<file path="src/rtl/ram_loader_pkg.sv">
// Shared constants and state encoding for the RAM program loader.
package ram_loader_pkg;

   localparam int unsigned ADDR_W_DEF = 4;
   localparam int unsigned DATA_W_DEF = 8;
   localparam int unsigned RAM_DEPTH  = 2 ** ADDR_W_DEF;

   typedef enum logic [1:0] {
      StIdle,
      StLoad,
      StVerify
   } loader_state_e;

endpackage

</file>
<file path="src/rtl/ram_loader.sv">
// Streams bytes into the RAM at consecutive addresses, then optionally reads the whole RAM
// back and flags a checksum mismatch.
module ram_loader
   import ram_loader_pkg::*;
#(
   parameter int unsigned ADDR_W = ADDR_W_DEF,
   parameter int unsigned DATA_W = DATA_W_DEF,
   parameter bit          VERIFY = 1'b1
) (
   input  logic              clk,
   input  logic              rst,
   input  logic              start,
   input  logic              in_valid,
   output logic              in_ready,
   input  logic [DATA_W-1:0] in_data,
   output logic [ADDR_W-1:0] mem_address,
   output logic              ri,
   output logic              ro,
   output logic [DATA_W-1:0] data_o,
   input  logic [DATA_W-1:0] data_i,
   output logic              busy,
   output logic              done,
   output logic              error
);

   localparam logic [ADDR_W-1:0] LastAddr = {ADDR_W{1'b1}};

   loader_state_e     state_q, state_d;
   logic [ADDR_W-1:0] addr_q, addr_d;
   logic [DATA_W-1:0] wr_sum_q, wr_sum_d;
   logic [DATA_W-1:0] rd_sum_q, rd_sum_d;
   logic              done_q, done_d;
   logic              error_q, error_d;

   always_ff @(posedge clk or posedge rst) begin
      if (rst) begin
         state_q  <= StIdle;
         addr_q   <= '0;
         wr_sum_q <= '0;
         rd_sum_q <= '0;
         done_q   <= 1'b0;
         error_q  <= 1'b0;
      end else begin
         state_q  <= state_d;
         addr_q   <= addr_d;
         wr_sum_q <= wr_sum_d;
         rd_sum_q <= rd_sum_d;
         done_q   <= done_d;
         error_q  <= error_d;
      end
   end

   always_comb begin
      state_d  = state_q;
      addr_d   = addr_q;
      wr_sum_d = wr_sum_q;
      rd_sum_d = rd_sum_q;
      done_d   = 1'b0;
      error_d  = error_q;
      in_ready = 1'b0;
      ri       = 1'b0;
      ro       = 1'b0;
      data_o   = '0;

      unique case (state_q)
         StIdle: begin
            if (start) begin
               addr_d   = '0;
               wr_sum_d = '0;
               rd_sum_d = '0;
               error_d  = 1'b0;
               state_d  = StLoad;
            end
         end

         StLoad: begin
            in_ready = 1'b1;
            if (in_valid) begin
               ri       = 1'b1;
               data_o   = in_data;
               wr_sum_d = wr_sum_q + in_data;
               // Increment wraps to 0 after the last address, ready for readback.
               addr_d   = addr_q + 1'b1;
               if (addr_q == LastAddr) begin
                  if (VERIFY) begin
                     state_d = StVerify;
                  end else begin
                     state_d = StIdle;
                     done_d  = 1'b1;
                  end
               end
            end
         end

         StVerify: begin
            // RAM read is combinational, so data_i belongs to this cycle's address.
            ro       = 1'b1;
            rd_sum_d = rd_sum_q + data_i;
            addr_d   = addr_q + 1'b1;
            if (addr_q == LastAddr) begin
               error_d = (rd_sum_d != wr_sum_q);
               done_d  = 1'b1;
               state_d = StIdle;
            end
         end

         default: state_d = StIdle;
      endcase
   end

   assign mem_address = addr_q;
   assign busy        = (state_q != StIdle);
   assign done        = done_q;
   assign error       = error_q;

endmodule
</file>
<file path="config.mk">
export PLATFORM = sky130hd
export DESIGN_NAME = ram_loader
export DESIGN_NICKNAME = d
export VERILOG_FILES = /design/src/rtl/ram_loader_pkg.sv /design/src/rtl/ram_loader.sv
export SDC_FILE = /design/constraint.sdc
export NUM_CORES = 1
export LEC_CHECK = 0
export CAP_MARGIN = 10
export CORE_ASPECT_RATIO = 0.6
export CORE_MARGIN = 5
export CORE_UTILIZATION = 45
export DETAILED_ROUTE_END_ITERATION = 10
export DONT_BUFFER_PORTS = 1
export SKIP_LAST_GASP = 1
export SLEW_MARGIN = 10
export SYNTH_ARGS = -nofsm -noshare
export SYNTH_HDL_FRONTEND = slang
export SYNTH_SLANG_ARGS = --single-unit
</file>
<file path="constraint.sdc">
create_clock -name clk -period 2.9 [get_ports clk]
set_input_delay 0.435 -clock clk [delete_from_list [all_inputs] [get_ports clk]]
set_output_delay 0.435 -clock clk [all_outputs]
set_load 0.05 [all_outputs]
</file>
==> flow_metrics.py <==
metrics = {
    "clocking": {
        "cts.sinks": 24,
        "cts_buffers": 3,
        "ctsResizeCount": 0,
        "clockRootBuffer": "clkbuf_8",
        "cts_hold_buf": 0,
        "clk_path_buf_depth": 2,
        "cts_tree": "built",
        "clk_latency_ns": 0.27,
        "htreeDepth": 1,
        "cts_setup_buffers": 0,
        "clk_pin_slew_ns": 0.09,
    },
    "critical_path": {
        "regToRegSetupSlack_ns": 0.43,
        "rr_startpoint": "rd_sum_q[3]",
        "crit_path_end_kind": "register",
        "critical_path_class": "reg -> reg",
        "cpLargestDelayFamily": "compound AO/OA/AOI/OAI gates",
        "cp.depth": 7,
        "crit_buf_inv": 0,
        "required_ns": 3.07,
        "cp.arrival_ns": 2.64,
        "rr_endpoint": "rd_sum_q[7]",
        "crit_slowest_cell": "dfrtp_1",
        "slowest_delay_ns": 0.39,
        "path_cells": "ha_1 > o21ai_0 > nor3_1 > mux2_4 > a311oi_4 > mux2_1 > a22o_1",
        "start_kind": "register",
        "r2r.worst_path.cells": 7,
        "cp_max_fo": 4,
    },
    "drt": {
        "ant_nets": 0,
        "wire_per_inst_um": 17.2,
        "drt_iter0_markers": 74,
        "vias_per_cell": 5.85,
        "drt-total-wl_um": 4800,
        "vias": 1632,
        "drt_first_pass_iters": 4,
        "drcViolationCount": 0,
    },
    "placed_design": {
        "port_buffers": 0,
        "placed_area_mm2": 0.00211,
        "dpl.hpwl_um": 3880,
        "routabilityCongestion": 0.937,
    },
    "sta": {
        "rsz0062_at_grt": "false",
        "finalSetupViolCount": 0,
        "period_minus_slack_ns": 2.47,
        "min_period_over_period_pct": 85.1,
        "worst_pin_slew_ns": 0.955,
        "slew_headroom_pct": 36.3,
        "skew_ns": 0.0116,
        "slew_viol_final": 0,
        "max_freq_ghz": 0.405,
        "fin_tns_setup_ns": 0,
        "finalHoldViolations": 0,
    },
    "yosys": {
        "synth_area_leaders": "dfrtp_1 30%, ha_1 12%, xnor2_1 4.8%",
        "synth_top_area_share_pct": 29.7,
        "yosysUniqueCellTypes": 49,
        "ys_ff_latch": 24,
        "synth.avg_cell_area_um2": 9.36,
        "syn_nets": 258,
        "synth_edf_count": 0,
        "synth_warnings": 0,
        "synth_seq_area_share_pct": 29.7,
        "synth-main-ff-cell": "dfrtp_1",
        "synthCells": 216,
        "syn_area_mm2": 0.00202,
        "synth_top_area_cell": "dfrtp_1",
        "async_flop_share_pct": 100,
    },
    "grt": {
        "antenna_found_initial": 0,
        "first_global_vias": 1631,
        "grt_pass1_wl_um": 8020,
        "grt_max_degree": 25,
        "grt_use_total_pct": 17.3,
        "grt_overflow": 0,
    },
    "run": {
        "drv_cap": 0,
    },
    "die": {
        "fp.dieH_um": 61.9,
        "num_rows": 18,
        "ios": 38,
        "die_x_um": 96.5,
        "coreArea_mm2": 0.00421,
        "die_area_mm2": 0.00598,
        "start_util_pct": 48.0,
    },
    "final_layout": {
        "syn_to_final_growth_pct": 6.44,
        "fillCellCount": 393,
        "num-nets-final": 263,
        "drive_gt1_share_pct": 10.0,
        "final_area_mm2": 0.00215,
        "n_antenna_cell": 0,
    },
    "pwr": {
        "switching_share_pct": 48.6,
        "internal-power_uw": 837,
        "p_seq_share_pct": 30.1,
        "netSwitchingPower_uw": 791,
        "power.density_mw_per_mm2": 757,
        "comb_power_share_pct": 57.3,
        "ir_worst_vdd_uv": 637,
        "power_frac_clock_pct": 12.6,
        "leakage_uw": 0.00102,
    },
    "run_status": {
        "status": "finished, final reports clean",
    },
    "hold_path": {
        "hold_class": "in -> async",
    },
}
## layout by cell type (no fill, tap or decap), types with 4 or more instances in the layout
| cell type | netlist | routed |
|---|---|---|
| a21o_1 | 4 | 4 |
| a21oi_1 | 12 | 12 |
| a22o_1 | 8 | 8 |
| and3_1 | 9 | 9 |
| buf_4 | 0 | 8 |
| dfrtp_1 | 24 | 24 |
| ha_1 | 20 | 20 |
| inv_1 | 11 | 11 |
| nand2_1 | 19 | 19 |
| nand3_1 | 5 | 5 |
| nor2_1 | 8 | 8 |
| nor3_1 | 4 | 4 |
| o21ai_0 | 13 | 13 |
| o21ai_1 | 4 | 4 |
| xnor2_1 | 11 | 11 |
| xor2_1 | 6 | 6 |
## routing by layer
layer	vias to the layer above	global-route usage, %	wire [um]
met2	32	27.8	2170
met1	796	24.8	2400
met4	0	1.80	7
met5	-	0	0
li1	802	-	-
met3	2	3.97	220
## through the flow
step	total power, uW	setup WS, ns	instances	util (%)	hold WS [ns]
2_1_floorplan	1240	0.348	216	-	0.450
3_3_place_gp	1400	0.455	276	50.1	0.469
3_5_place_dp	1430	0.372	276	50.1	0.481
4_1_cts	1640	0.426	279	51.1	0.294
5_1_grt	1760	0.308	279	51.1	0.348
6_report	1630	0.432	279	51.1	0.257
## power by group through the flow
| stage | sequential, uW | combinational (uW) | clock [uW] |
|---|---|---|---|
| final | 490 | 933 | 205 |
| after detailed placement | 496 | 935 | 0 |
| after CTS | 489 | 939 | 214 |
| after global placement | 492 | 904 | 0 |
| after floorplan | 538 | 698 | 0 |
| after global routing | 502 | 1030 | 228 |
## state kept, by name (all words and copies together), names as in the netlist
| signal | cells |
|---|---|
| wr_sum_q | 8 |
| error | 1 |
| state_q | 2 |
| mem_address | 4 |
| done | 1 |
| rd_sum_q | 8 |
## layout make-up
cell class	instances	area, um^2	area share [%]
clock buffers	3	41.3	1.92
multi-input cells	173	1330	62.0
repair buffers	8	60.1	2.79
flip-flops and latches	24	601	27.9
inverters	11	41.3	1.92
well taps	60	75.1	3.49
## worst max-delay path by stage
stage | from | endpoint | slack, ns
6_report | rd_sum_q[3] | rd_sum_q[7] | 0.43
5_1_grt | rd_sum_q[3] | rd_sum_q[7] | 0.31
4_1_cts | rd_sum_q[3] | rd_sum_q[7] | 0.43
3_5_place_dp | data_i[0] | error | 0.37
3_3_place_gp | data_i[3] | rd_sum_q[7] | 0.45
2_1_floorplan | state_q[1] | wr_sum_q[7] | 0.35
## cell usage after synthesis, types with 3 or more instances
cell / number
o21ai_1: 4
inv_1: 11
xor2_1: 6
nor3_1: 4
nand3_1: 5
a21o_1: 4
a22o_1: 8
and2_1: 3
nor2b_1: 3
a211oi_1: 3
and3_1: 9
mux2i_1: 3
nand2_1: 19
clkbuf_1: 5
ha_1: 20
o21ai_0: 13
nor2_1: 8
a21oi_1: 12
dfrtp_1: 24
xnor2_1: 11
## cell families (layout without fill, tap and decap cells)
logic type / after synthesis / after routing / share of synthesized area (%)
AO/OA/AOI/OAI: 65 / 65 / 24.7
XOR/XNOR: 17 / 17 / 7.36
adder cells (fa/ha/maj): 22 / 22 / 14.4
buffers and inverters: 19 / 22 / 4.33
flip-flops: 24 / 24 / 29.7
multiplexers: 6 / 6 / 3.34
AND/OR/NAND/NOR: 63 / 63 / 16.2
Power figures use the tool's default switching activity.
